--- config.mk ---
export PLATFORM = sky130hd
export DESIGN_NAME = cntr_4_ctrl
export DESIGN_NICKNAME = d
export VERILOG_FILES = /design/src/rtl/cntr_4_ctrl.sv
export SDC_FILE = /design/constraint.sdc
export NUM_CORES = 1
export LEC_CHECK = 0
export ABC_AREA = 1
export CAP_MARGIN = 30
export CORE_UTILIZATION = 55
export DETAILED_ROUTE_END_ITERATION = 12
export MAX_ROUTING_LAYER = met4
export PLACE_DENSITY_LB_ADDON = 0.05
export SKIP_CTS_REPAIR_TIMING = 1
export SYNTH_ARGS = -nofsm -noshare
export SYNTH_HDL_FRONTEND = slang
export SYNTH_SLANG_ARGS = --single-unit
--- constraint.sdc ---
create_clock -name clk -period 3.7 [get_ports clk]
set_clock_uncertainty 0.05 [all_clocks]
set_input_delay 0.925 -clock clk [delete_from_list [all_inputs] [get_ports clk]]
set_output_delay 0.925 -clock clk [all_outputs]
set_load 0.01 [all_outputs]
--- src/rtl/cntr_4_ctrl.sv ---
// cntr_4_ctrl: run controller for the 4-bit counter cntr_4.
// Clears the counter, paces its count enable through a prescaler, and on
// reaching the terminal value either stops (one-shot) or re-clears and keeps
// running (auto-reload).
//
// Ports:
//   clk, rst          system clock, synchronous active-high reset
//   start             command pulse, starts a run from IDLE
//   abort             ends a run in CLEAR/RUN; counter keeps its value
//   reload            0 = one-shot, 1 = auto-reload (sampled with start)
//   limit [3:0]       terminal count (sampled with start)
//   div [DIV_W-1:0]   prescaler, cntr_ce period is div+1 cycles
//   cnt [3:0]         counter value read back from cntr_4.out
//   cntr_rst, cntr_ce drive cntr_4.rst / cntr_4.ce
//   busy              high in CLEAR and RUN
//   done              one-cycle pulse when a one-shot run completes
//   tick              one-cycle pulse on every auto-reload wrap
//
// state | meaning
// ------+-----------------------------------------------
// IDLE  | waiting for start, counter holds its value
// CLEAR | one cycle, counter cleared, prescaler zeroed
// RUN   | counting toward limit_q
// DONE  | one cycle, one-shot run finished
module cntr_4_ctrl #(
  parameter int DIV_W = 8
) (
  input  logic             clk,
  input  logic             rst,
  input  logic             start,
  input  logic             abort,
  input  logic             reload,
  input  logic [3:0]       limit,
  input  logic [DIV_W-1:0] div,
  input  logic [3:0]       cnt,
  output logic             cntr_rst,
  output logic             cntr_ce,
  output logic             busy,
  output logic             done,
  output logic             tick
);

  typedef enum logic [1:0] {
    IDLE  = 2'd0,
    CLEAR = 2'd1,
    RUN   = 2'd2,
    DONE  = 2'd3
  } state_t;

  state_t           state, state_nxt;
  logic [DIV_W-1:0] pre, pre_nxt;
  logic [DIV_W-1:0] div_q;
  logic [3:0]       limit_q;
  logic             reload_q;
  logic             load;
  logic             at_lim;
  logic             in_run;
  logic             wrap;

  assign at_lim = (cnt == limit_q);
  assign in_run = (state == RUN);
  // Auto-reload wrap: clear the counter instead of enabling it.
  assign wrap   = in_run & at_lim & reload_q & ~abort;

  always_ff @(posedge clk) begin
    if (rst) begin
      state    <= IDLE;
      pre      <= '0;
      limit_q  <= '0;
      div_q    <= '0;
      reload_q <= 1'b0;
    end else begin
      state <= state_nxt;
      pre   <= pre_nxt;
      if (load) begin
        limit_q  <= limit;
        div_q    <= div;
        reload_q <= reload;
      end
    end
  end

  always_comb begin
    state_nxt = state;
    pre_nxt   = pre;
    load      = 1'b0;
    case (state)
      IDLE: begin
        if (start) begin
          load      = 1'b1;
          state_nxt = CLEAR;
        end
      end
      CLEAR: begin
        pre_nxt   = '0;
        state_nxt = abort ? IDLE : RUN;
      end
      RUN: begin
        if (abort) begin
          state_nxt = IDLE;
        end else if (at_lim && !reload_q) begin
          state_nxt = DONE;
        end else if (at_lim) begin
          pre_nxt = '0;
        end else begin
          pre_nxt = (pre == div_q) ? '0 : pre + DIV_W'(1);
        end
      end
      DONE: begin
        state_nxt = IDLE;
      end
      default: begin
        state_nxt = IDLE;
      end
    endcase
  end

  // The registered state may still be non-IDLE in the first reset cycle, so
  // the decodes are masked by rst to keep outputs quiet while it is applied.
  always_comb begin
    cntr_rst = rst | (state == CLEAR) | wrap;
    cntr_ce  = ~rst & in_run & ~at_lim & (pre == div_q) & ~abort;
    busy     = ~rst & ((state == CLEAR) | in_run);
    done     = ~rst & (state == DONE);
    tick     = ~rst & wrap;
  end

endmodule

==> impl_metrics.env <==
export IMPL_grt_pass1_vias=1124
export IMPL_diodes=0
export IMPL_switchingPower_mw=0.276
export IMPL_path_clk_slew_ns=0.13
export IMPL_yosysTopAreaCellShare_pct=34.5
export IMPL_yosysMostFrequentCell="nand2_1"
export IMPL_startpoint_type="input port"
export IMPL_drv_cap=0
export IMPL_yosysTopAreaCell="dfxtp_1"
export IMPL_die_w_um=51.3
export IMPL_vias=1241
export IMPL_cts_buffer_depth=2
export IMPL_worstMarginPinSlew_ns=0.497
export IMPL_yosys_warnings=0
export IMPL_h_tree_depth=1
export IMPL_clk_insertion_delay_late_ns=0.30
export IMPL_cts_tree="yes"
export IMPL_track_usage_pct=21.9
export IMPL_synth_main_ff_cell="dfxtp_1"
export IMPL_synth_top_cells_by_count="nand2_1 (43), nor2_1 (41), inv_1 (25)"
export IMPL_cts_root_buf="clkbuf_4"
export IMPL_internal_power_mw=0.456
export IMPL_wl_um=2600
export IMPL_place_gp_congestion=0.858
export IMPL_syn_nets=227
export IMPL_die_area_um2=2630
export IMPL_layout_drive_gt1_share_pct=7.08
export IMPL_combPwrFrac_pct=40.1
export IMPL_async_reset_ff_share_pct=0
export IMPL_period_share_pct=93.2
export IMPL_area_growth_pct=22.2
export IMPL_initial_core_util_pct=59.2
export IMPL_seq_area_um2=460
export IMPL_grt_ovfl_total=0
export IMPL_cp_data_arrival_time_ns=2.47
export IMPL_maxSlewViolCount=0
export IMPL_max_freq_mhz=290
export IMPL_min_period_ns=3.45
export IMPL_synth_seq_cells=23
export IMPL_num_rows=17
export IMPL_path_class="in2out"
export IMPL_multi_input_area_um2=749
export IMPL_yosysSeqAreaShare_pct=34.5
export IMPL_fillers=189
export IMPL_grt_use_met3_pct=2.68
export IMPL_power_density_nw_per_um2=449
export IMPL_cts_sinks=23
export IMPL_grt_start_max_net_pins=24
export IMPL_hold_class="reg2reg"
export IMPL_routedWlPerCell_um=10.2
export IMPL_core_area_um2=2250
export IMPL_cp_data_required_time_ns=2.72
export IMPL_cp_max_fo=2
export IMPL_num_io_pins=26
export IMPL_rsz0062_at_grt="false"
export IMPL_syn_inst=200
export IMPL_leakage_nw=0.736
export IMPL_io_buffers=25
export IMPL_fin_nets=254
export IMPL_netlist_cell_type_count=25
export IMPL_drc_errors=0
export IMPL_outcome="finished clean"
export IMPL_clockPowerShare_pct=15.6
export IMPL_initialDrtViolationCount=13
export IMPL_timing_slew_headroom_pct=66.8
export IMPL_viasPerCell=4.89
export IMPL_dp_hpwl_um=2020
export IMPL_syn_avg_cell_area_um2=6.68
export IMPL_grt_use_met2_pct=40.4
export IMPL_tns_ns=0
export IMPL_grt_use_met1_pct=24.3
export IMPL_synth_area_um2=1340
export IMPL_ir_drop_v=0.000286
export IMPL_cp_slowest_cell="clkdlybuf4s50_1"
export IMPL_layout_setup_ws_ns=0.250
export IMPL_top_usage_layer="met2"
export IMPL_die_height_um=51.3
export IMPL_postRouteAntennaNets=0
export IMPL_numCtsBuffers=3
export IMPL_hold_viol_final=0
export IMPL_synth_edf_count=0
export IMPL_detailedPlace_worstSlack_ns=0.263
export IMPL_cp_slowest_stage_delay_ns=0.54
export IMPL_antenna_found_initial=0
export IMPL_synth_area_top_cells="dfxtp_1 (34%), nand2_1 (12%), nor2_1 (12%), inv_1 (7.0%), o21ai_0 (6.0%)"
export IMPL_p_sw_share_pct=37.7
export IMPL_p_seq_share_pct=44.2
export IMPL_endpoint_kind="output pin"
export IMPL_grt_pass1_wl_um=4280
export IMPL_cp_cell_sequence="clkdlybuf4s50_1 -> inv_1 -> nand2_1 -> nand2_1 -> nor2_2 -> nand4_1 -> nor2_1 -> clkdlybuf4s50_1"
export IMPL_setup_viol=0
export IMPL_firstDrtPassIters=4
## final timing paths
path | startpoint | endpoint | slack (ns) | cells after the start
min | limit_q[2]$_SDFFE_PP0P_ | limit_q[2]$_SDFFE_PP0P_ | 0.41 | 2
max reg2reg | state[0]$_SDFFE_PP0P_ | reload_q$_SDFFE_PP0P_ | 1.85 | 6
min reg2reg | limit_q[2]$_SDFFE_PP0P_ | limit_q[2]$_SDFFE_PP0P_ | 0.41 | 2
max | cnt[1] | tick | 0.25 | 8
## cells in the final DEF (no fill, tap or decap), drive strengths merged
cell	count
dfxtp	23
and3	1
nand2	47
clkdlybuf4s50	25
xnor2	8
ha	6
nor2	44
inv	26
o21ai	19
clkbuf	3
nand3	8
xor2	2
nand4	1
buf	1
clkinv	2
nor3	1
a21oi	9
## logic make-up after synthesis
family	synth area share, %
buf+inv	9.37
fa+ha+maj	5.62
simple gates	32.9
compound gates	11.1
flops	34.5
xor+xnor	6.56
## power by group through the flow
stage / logic [mW] / clock network (mW) / registers, mW
after floorplan: 0.231 / 0 / 0.322
after global placement: 0.285 / 0 / 0.328
after detailed placement: 0.296 / 0 / 0.330
after CTS: 0.297 / 0.121 / 0.324
after global routing: 0.337 / 0.131 / 0.330
final: 0.294 / 0.115 / 0.324
## routing by layer
metal	part of all wire [%]	up-vias
met4	0.66	0
met3	2.7	2
met2	49	22
met5	0	-
li1	-	668
met1	47	549
## state kept, by name (all words and copies together) (netlist names)
name	cells
reload_q	1
limit_q	4
state	2
div_q	8
pre	8
## critical path: cells and delay by family
| kind | cells | cell delay (ns) |
|---|---|---|
| simple gates | 5 | 0.46 |
| buf+inv | 3 | 1.08 |
## layout make-up
cell class	count	share of cell area, %
multi-input combinational	146	45.9
sequential	23	28.2
timing repair buffer	26	15.8
inverter	27	6.21
tap	28	2.15
clock buffer	3	1.38
clock inverter	1	0.307
## metrics by stage
stage / total power [mW] / instance area, um^2 / instances / hold WS, ns / util, %
after floorplan: 0.553 / 1340 / 200 / 0.386 / -
after global placement: 0.613 / 1600 / 250 / 0.400 / 71.1
after detailed placement: 0.626 / 1600 / 250 / 0.402 / 71.1
after CTS: 0.742 / 1630 / 254 / 0.421 / 72.4
after global routing: 0.797 / 1630 / 254 / 0.444 / 72.4
final: 0.732 / 1630 / 254 / 0.414 / 72.4
Power figures use the tool's default switching activity.
